===== src/rtl/snake_pkg.sv =====
// Shared types and playfield constants for the snake body store.
// Tile coordinates stay inside x 1..20, y 0..14; x 0 and 21 are border columns.
package snake_pkg;

  typedef enum logic [1:0] {
    DIR_RIGHT = 2'd0,
    DIR_DOWN  = 2'd1,
    DIR_LEFT  = 2'd2,
    DIR_UP    = 2'd3
  } dir_t;

  typedef struct packed {
    logic [4:0] x;
    logic [3:0] y;
    dir_t       dir;
  } seg_t;

  localparam logic [4:0] GRID_X_MIN = 5'd1;
  localparam logic [4:0] GRID_X_MAX = 5'd20;
  localparam logic [3:0] GRID_Y_MAX = 4'd14;

  localparam logic [4:0] RESET_HEAD_X = 5'd5;
  localparam logic [3:0] RESET_HEAD_Y = 4'd7;
  localparam logic [6:0] RESET_LEN    = 7'd3;

  // One tile step with torus wrap; the result carries the move direction.
  function automatic seg_t step_seg(input logic [4:0] x, input logic [3:0] y,
                                    input dir_t d);
    seg_t s;
    s.x   = x;
    s.y   = y;
    s.dir = d;
    case (d)
      DIR_RIGHT: s.x = (x >= GRID_X_MAX) ? GRID_X_MIN : x + 5'd1;
      DIR_LEFT:  s.x = (x <= GRID_X_MIN) ? GRID_X_MAX : x - 5'd1;
      DIR_DOWN:  s.y = (y >= GRID_Y_MAX) ? 4'd0 : y + 4'd1;
      DIR_UP:    s.y = (y == 4'd0) ? GRID_Y_MAX : y - 4'd1;
      default:   s = s;
    endcase
    return s;
  endfunction

endpackage


===== src/rtl/snake_ring.sv =====
// Segment ring storage: one write port at the new head, one read port
// addressed as an offset back from the head pointer (0 = head).
module snake_ring
  import snake_pkg::*;
#(
  parameter int MAX_LEN = 32,
  localparam int AW = $clog2(MAX_LEN)
) (
  input  logic          clk,
  input  logic          rst_n,
  input  logic          we,
  input  logic [AW-1:0] wr_ptr,
  input  seg_t          wr_seg,
  input  logic [AW-1:0] head_ptr,
  input  logic [AW-1:0] rd_idx,
  output seg_t          rd_seg
);

  seg_t          mem [MAX_LEN];
  logic [AW-1:0] rd_addr;

  // Only the three starting segments need a defined value; every other
  // entry is written by a move before a walk can reach it.
  always_ff @(posedge clk) begin
    if (!rst_n) begin
      mem[0] <= '{x: 5'd3, y: RESET_HEAD_Y, dir: DIR_RIGHT};
      mem[1] <= '{x: 5'd4, y: RESET_HEAD_Y, dir: DIR_RIGHT};
      mem[2] <= '{x: RESET_HEAD_X, y: RESET_HEAD_Y, dir: DIR_RIGHT};
    end else if (we) begin
      mem[wr_ptr] <= wr_seg;
    end
  end

  assign rd_addr = head_ptr - rd_idx;
  assign rd_seg  = mem[rd_addr];

endmodule


===== src/rtl/snake_body.sv =====
// Snake body controller: ring of segments, walk streamer and single-tile mover.
// Optional SNAKE_SELF_COLLISION_EN adds a sticky head-vs-body collision flag.
//
// state   | meaning
// IDLE    | waiting; accepts line_start (priority) or move_req
// WALK    | streaming one segment per cycle, head to tail
// MOVE    | writing the stepped head into the ring, updating length
module snake_body
  import snake_pkg::*;
#(
  parameter int MAX_LEN = 32
) (
  input  logic       clk,
  input  logic       rst_n,
  input  logic       line_start,
  input  logic       move_req,
  input  logic [1:0] move_dir,
  input  logic       grow,
  output logic       move_ready,
  output logic [4:0] snake_x,
  output logic [3:0] snake_y,
  output logic [1:0] snake_dir,
  output logic       snake_first,
  output logic       snake_last,
  output logic       snake_valid,
  output logic [4:0] head_x,
  output logic [3:0] head_y,
  output logic [6:0] length
`ifdef SNAKE_SELF_COLLISION_EN
  ,
  output logic       collision
`endif
);

  localparam int         AW      = $clog2(MAX_LEN);
  localparam logic [6:0] LEN_MAX = 7'(MAX_LEN);

  typedef enum logic [1:0] {
    ST_IDLE = 2'd0,
    ST_WALK = 2'd1,
    ST_MOVE = 2'd2
  } state_t;

  state_t        state;
  logic [AW-1:0] head_ptr;
  logic [6:0]    walk_idx;
  dir_t          mv_dir;
  logic          mv_grow;
  logic [AW-1:0] rd_idx;
  seg_t          rd_seg;
  seg_t          new_head;
  logic          ring_we;
  logic [AW-1:0] wr_ptr;

  assign move_ready = (state == ST_IDLE) && !line_start;
  assign new_head   = step_seg(head_x, head_y, mv_dir);
  assign ring_we    = (state == ST_MOVE);
  assign wr_ptr     = head_ptr + AW'(1);
  // In IDLE the read port already presents the head so the first beat
  // can be registered on the same edge that samples line_start.
  assign rd_idx     = (state == ST_WALK) ? walk_idx[AW-1:0] : '0;

  snake_ring #(.MAX_LEN(MAX_LEN)) u_ring (
    .clk      (clk),
    .rst_n    (rst_n),
    .we       (ring_we),
    .wr_ptr   (wr_ptr),
    .wr_seg   (new_head),
    .head_ptr (head_ptr),
    .rd_idx   (rd_idx),
    .rd_seg   (rd_seg)
  );

  always_ff @(posedge clk) begin
    if (!rst_n) begin
      state       <= ST_IDLE;
      head_ptr    <= AW'(2);
      length      <= RESET_LEN;
      head_x      <= RESET_HEAD_X;
      head_y      <= RESET_HEAD_Y;
      walk_idx    <= '0;
      mv_dir      <= DIR_RIGHT;
      mv_grow     <= 1'b0;
      snake_x     <= '0;
      snake_y     <= '0;
      snake_dir   <= '0;
      snake_first <= 1'b0;
      snake_last  <= 1'b0;
      snake_valid <= 1'b0;
`ifdef SNAKE_SELF_COLLISION_EN
      collision   <= 1'b0;
`endif
    end else begin
      case (state)
        ST_IDLE: begin
          if (line_start) begin
            state       <= ST_WALK;
            snake_x     <= rd_seg.x;
            snake_y     <= rd_seg.y;
            snake_dir   <= rd_seg.dir;
            snake_first <= 1'b1;
            snake_last  <= (length == 7'd1);
            snake_valid <= 1'b1;
            walk_idx    <= 7'd1;
          end else if (move_req) begin
            state   <= ST_MOVE;
            mv_dir  <= dir_t'(move_dir);
            mv_grow <= grow;
          end
        end
        ST_WALK: begin
          if (walk_idx >= length) begin
            state       <= ST_IDLE;
            snake_x     <= '0;
            snake_y     <= '0;
            snake_dir   <= '0;
            snake_first <= 1'b0;
            snake_last  <= 1'b0;
            snake_valid <= 1'b0;
          end else begin
            snake_x     <= rd_seg.x;
            snake_y     <= rd_seg.y;
            snake_dir   <= rd_seg.dir;
            snake_first <= 1'b0;
            snake_last  <= (walk_idx == length - 7'd1);
            walk_idx    <= walk_idx + 7'd1;
`ifdef SNAKE_SELF_COLLISION_EN
            if (rd_seg.x == head_x && rd_seg.y == head_y) collision <= 1'b1;
`endif
          end
        end
        ST_MOVE: begin
          state    <= ST_IDLE;
          head_ptr <= wr_ptr;
          head_x   <= new_head.x;
          head_y   <= new_head.y;
          // At capacity a grow is a plain move: the ring overwrites the tail.
          if (mv_grow && length < LEN_MAX) length <= length + 7'd1;
`ifdef SNAKE_SELF_COLLISION_EN
          collision <= 1'b0;
`endif
        end
        default: state <= ST_IDLE;
      endcase
    end
  end

endmodule


===== config.mk =====
export PLATFORM = sky130hd
export DESIGN_NAME = snake_body
export DESIGN_NICKNAME = d
export VERILOG_FILES = /design/src/rtl/snake_pkg.sv /design/src/rtl/snake_ring.sv /design/src/rtl/snake_body.sv
export SDC_FILE = /design/constraint.sdc
export NUM_CORES = 1
export LEC_CHECK = 0
export CAP_MARGIN = 25
export CORE_AREA = 2 2 137 272
export DETAILED_ROUTE_END_ITERATION = 8
export DIE_AREA = 0 0 139 274
export PLACE_DENSITY = 0.66
export SLEW_MARGIN = 20
export SYNTH_ARGS = -nofsm -noshare
export SYNTH_HDL_FRONTEND = slang
export SYNTH_HIERARCHICAL = 1
export SYNTH_SLANG_ARGS = --single-unit

===== constraint.sdc =====
create_clock -name clk -period 3.4 [get_ports clk]
set_clock_uncertainty 0.2 [all_clocks]
set_input_delay 1.02 -clock clk [delete_from_list [all_inputs] [get_ports clk]]
set_output_delay 1.02 -clock clk [all_outputs]
set_load 0.05 [all_outputs]

# == Word level (Yosys, flattened, before mapping) ==
# Memory sizes are Yosys's and may differ from the RTL's.
# Cells that the tools add are included.
# classes
bitwise,1
reduce_logical,14
shift,0
order_cmp,5
n_mul,0
n_eq_ne,11
addsub,9
mux,37
n_div,0
# ops
operator,count
$mux W5,6
$pmux W5 S2,2
$mux W4,4
$pmux W4 S2,2
$add A7 B1 Y7 const B,2
$mux W7,2
$pmux W7 S2,1
$mux W11,1
$reduce_or A11 Y1,1
$add A5 B1 Y5 const B,2
$mux W2,5
$mux W1,9
$reduce_and A3 Y1,3
$pmux W2 S2,2
$eq A7 B1 Y1 const B,1
$eq A7 B7 Y1,1
$ge A7 B7 Y1,1
$lt A7 B6 Y1 const B,1
$sub A7 B1 Y7 const B,1
$eq A2 B2 Y1 const B,3
$pmux W1 S2,3
$reduce_and A2 Y1,3
$ge A5 B5 Y1 const B,1
$le A5 B1 Y1 const B,1
15 further kinds,19
# word_totals
latchBits,0
out_inout_bits,31
inputBits,7
mem_bits_rw,352
mem_bits_ro,0
memories,1
register_bits,47
word_cells,92
# memory_table
memory,depth,width,rd,rd_ports_with_merged_regs,wr,line,source
u_ring.mem,32,11,1,0,3,snake_ring.sv:19,seg_t mem [MAX_LEN];

# == Depth between registers and ports, before layout ==
# depth
word_depth,6
mapped_depth,15

# == Cells and area by module ==
# The synthesis kept the hierarchy.
# by_module_without_submodules
mod,seq_area_each_um2,n_inst,cells_each,area_per_inst_um2
snake_ring,10570.1,1,969,14855.5
snake_body,940.9,1,361,2887.8

# == Worst setup path after synthesis ==
# OpenSTA, ideal clock, no wires.
# synth_path
path_type,input-to-output
from,in line_start
to,out move_ready
t_required_ps,2180
path_stages,1
slack_ps,53
arrival_ps,2127
path_cell_list,nor3_1
# synth_via
elab_chain_cells,2
# synth_lines
item,line,source
start: declaration,snake_body.sv:15,"input logic line_start,"
$logic_not A1 Y1,snake_body.sv:55,assign move_ready = (state == ST_IDLE) && !line_start;
$logic_and A1 B1 Y1,snake_body.sv:55,
end: declaration,snake_body.sv:19,"output logic move_ready,"
# No other way between the ends.

==> impl_metrics.env <==
export IMPL_rsz0062_at_grt="yes"
export IMPL_core_area_um2=36200
export IMPL_dpl_cell_count=1879
export IMPL_synth_area_leader_cell="edfxtp_1"
export IMPL_die_w_um=139
export IMPL_timing_worst_setup_path_type="reg -> reg"
export IMPL_wl_per_cell_um=24.7
export IMPL_initial_core_util_pct=49.1
export IMPL_wl_mm=48.7
export IMPL_clock_latency_ns=0.54
export IMPL_reg2reg_to="snake_x[4]$_SDFFE_PN0P_"
export IMPL_crit_start="state[1]$_SDFFE_PN0P_"
export IMPL_max_cap_violations=0
export IMPL_mostFrequentLayoutCell="edfxtp_1"
export IMPL_clk_pin_slew_ns=0.07
export IMPL_arrival_ns=3.88
export IMPL_ios=38
export IMPL_dp_hpwl_mm=29.7
export IMPL_finalSetupViolCount=11
export IMPL_port_buffers=37
export IMPL_cts_tree="done"
export IMPL_die_area_um2=38100
export IMPL_ctsRootBufferMaster="clkbuf_16"
export IMPL_synth_top_area_share_pct=59.6
export IMPL_synth_area_leaders="edfxtp_1 60%, a2111oi_0 7.4%, nor2b_1 5.7%, dfxtp_1 5.3%, mux2i_1 3.0%"
export IMPL_violations="negative setup slack"
export IMPL_endpoint_kind="flop"
export IMPL_synthCells=1330
export IMPL_nNetsFinal=1520
export IMPL_hold_start="snake_x[3]$_SDFFE_PN0P_"
export IMPL_rr_startpoint="state[1]$_SDFFE_PN0P_"
export IMPL_power_density_nw_per_um2=510
export IMPL_syn_nets=1361
export IMPL_hold_class="reg -> reg"
export IMPL_async_flop_share_pct=0
export IMPL_first_iter_violations=1049
export IMPL_cp_slowest_cell="fa_4"
export IMPL_antenna_found_initial=0
export IMPL_synth_distinct_cells=68
export IMPL_ys_seq_area_share_pct=64.9
export IMPL_grt_max_degree=80
export IMPL_synth_seq_cells=399
export IMPL_status="finished, violations left"
export IMPL_die_h_um=274
export IMPL_ff2ff_path_depth=14
export IMPL_fin_crit_ns=3.65
export IMPL_drive_above_1_share_pct=24.9
export IMPL_grt_pass1_vias=12000
export IMPL_finalPower_mw=11.3
export IMPL_cp_cell_sequence="and2b_2 -> and2_4 -> fa_4 -> buf_12 -> buf_8 -> buf_4 -> nor2b_2 -> a2111oi_1 -> nor4_1 -> buf_4 -> mux2i_2 -> mux2i_1 -> nand2_1 -> a21oi_1"
export IMPL_ant_nets=0
export IMPL_grtUsageTotal_pct=24.7
export IMPL_p_leak_nw=7.29
export IMPL_slew_headroom_pct=35.3
export IMPL_cts_sinks=399
export IMPL_place_congestion=0.859
export IMPL_drt_pass1_iterations=5
export IMPL_slew_violations=0
export IMPL_cts_buffers=36
export IMPL_peakVddDrop_uv=694
export IMPL_grt_overflow=0
export IMPL_final_cell_mix="352 x edfxtp_1, 144 x buf_4, 141 x nor2b_1"
export IMPL_timing_final_crit_share_pct=107
export IMPL_max_clock_path_buffers=3
export IMPL_worstSetupStartpointType="flop"
export IMPL_critical_path_top_delay_family="adder cells"
export IMPL_hold_viol_final=0
export IMPL_r2r_slack_ns=-0.25
export IMPL_worst_pin_slew_ns=0.964
export IMPL_crit_end="snake_x[4]$_SDFFE_PN0P_"
export IMPL_fmax_mhz=274
export IMPL_finalWorstSetupSlack_ns=-0.247
export IMPL_htree_num_levels=2
export IMPL_synth_edf_count=352
export IMPL_viasPerCell=6.19
export IMPL_max_stage_delay_ns=0.91
export IMPL_synth_warnings=6
export IMPL_grt_pass1_wl_mm=71.5
export IMPL_crit_cells=14
export IMPL_path_buf_inv=4
export IMPL_area_delta_synth_final_pct=25.1
export IMPL_avgSynthCellArea_um2=13.3
export IMPL_rows=99
export IMPL_n_antenna_cell=0
export IMPL_stdcell_count=1971
export IMPL_crit_top_cell="buf_4"
export IMPL_netlist_area_um2=17700
export IMPL_via_count=12200
export IMPL_worst_ep_required_time_ns=3.63
export IMPL_path_max_fanout=8
export IMPL_drc=0
export IMPL_synthFlopType="edfxtp_1"
## timing repair
action,in CTS,in global routing
buffers inserted,7,10
endpoints found under the setup margin,11,11
pin swaps,23,20
gates resized for setup,168,92
gates cloned,7,2
hold buffers,0,0
## synthesized netlist by cell type (7+ instances only)
| cell | number |
|---|---|
| mux2i_1 | 53 |
| nor2b_1 | 162 |
| clkbuf_1 | 57 |
| and2_1 | 21 |
| nor3_1 | 7 |
| nor2_1 | 70 |
| nand3b_1 | 8 |
| o21ai_0 | 19 |
| nand2_1 | 52 |
| a21oi_1 | 35 |
| nand4_1 | 9 |
| xnor2_1 | 21 |
| nand3_1 | 26 |
| buf_2 | 27 |
| a2111oi_2 | 8 |
| or3_1 | 18 |
| edfxtp_1 | 352 |
| inv_1 | 29 |
| ha_1 | 23 |
| dfxtp_1 | 47 |
| a2111oi_0 | 150 |
| buf_1 | 9 |
| nor4_1 | 41 |
## layer usage
| layer | global-route usage, % | vias to the layer above | routed length, um |
|---|---|---|---|
| li1 | - | 5471 | - |
| met2 | 41.1 | 447 | 24000 |
| met5 | 0 | - | 0 |
| met4 | 14.5 | 0 | 3140 |
| met3 | 3.23 | 136 | 2550 |
| met1 | 31.1 | 6139 | 19000 |
## registers in the layout, indices dropped and copies added, names as in the netlist
| signal | flops |
|---|---|
| snake_valid | 1 |
| snake_x | 5 |
| snake_y | 4 |
| u_ring/mem | 352 |
| head_y | 4 |
| snake_last | 1 |
| snake_first | 1 |
| mv_dir | 2 |
| state | 2 |
| head_x | 5 |
| snake_dir | 2 |
| walk_idx | 7 |
| mv_grow | 1 |
| length | 7 |
| head_ptr | 5 |
## stage by stage
step / util [%] / setup slack, ns / TNS, ns / instance area, um^2 / hold WS (ns)
after floorplan: - / 0.0527 / 0 / 17700 / 0.252
after global placement: 54.4 / -0.586 / -3.68 / 19700 / 0.250
after detailed placement: 54.4 / -0.623 / -4.44 / 19700 / 0.254
after CTS: 60.0 / -0.167 / -1.40 / 21700 / 0.261
after global routing: 61.4 / -0.393 / -3.20 / 22200 / 0.293
final: 61.4 / -0.247 / -2.13 / 22200 / 0.259
## worst register-to-register path: cells and delay by family (launching register included)
family,cells,cell delay (ns)
AO/OA/AOI/OAI,2,0.42
adder cells (fa/ha/maj),1,0.91
buffers and inverters,4,0.70
flip-flops,1,0.33
multiplexers,2,0.33
AND/OR/NAND/NOR,5,0.66
## logic make-up (layout without fill, tap and decap cells)
kind of cell    Yosys count  after routing  share of synthesized area (%)
mux                      55             55                           3.12
flops                   399            399                           64.9
xor+xnor                 27             27                           1.38
buf+inv                 132            319                           3.26
simple gates            436            436                           13.7
fa+ha+maj                24             24                           1.73
compound gates          257            257                           12.0
## power breakdown
group	switching, mW	internal, mW	leakage, nW	total [mW]
clock	1.77	2.36	0.587	4.13
sequential	0.0563	5.43	3.53	5.48
combinational	1.03	0.679	3.16	1.71
total	2.86	8.46	7.29	11.3
## how the worst min path moves through the flow
stage                               to  slack (ns)  depth (start not counted)
2_1_floorplan     mv_grow$_SDFFE_PN0P_        0.25                          2
3_3_place_gp   snake_x[4]$_SDFFE_PN0P_        0.25                          2
3_5_place_dp   snake_x[4]$_SDFFE_PN0P_        0.25                          2
4_1_cts        snake_x[3]$_SDFFE_PN0P_        0.26                          2
5_1_grt        snake_x[4]$_SDFFE_PN0P_        0.29                          2
6_report       snake_x[3]$_SDFFE_PN0P_        0.26                          2
## final cells by class
| class | count | area (um^2) |
|---|---|---|
| fill | 2674 | 14000 |
| tap | 454 | 568 |
| inverter | 30 | 113 |
| sequential | 399 | 11500 |
| clock inverter | 22 | 220 |
| timing repair buffer | 223 | 2280 |
| clock buffer | 44 | 972 |
| multi-input combinational | 799 | 6530 |
(Power assumes the default switching activity.)
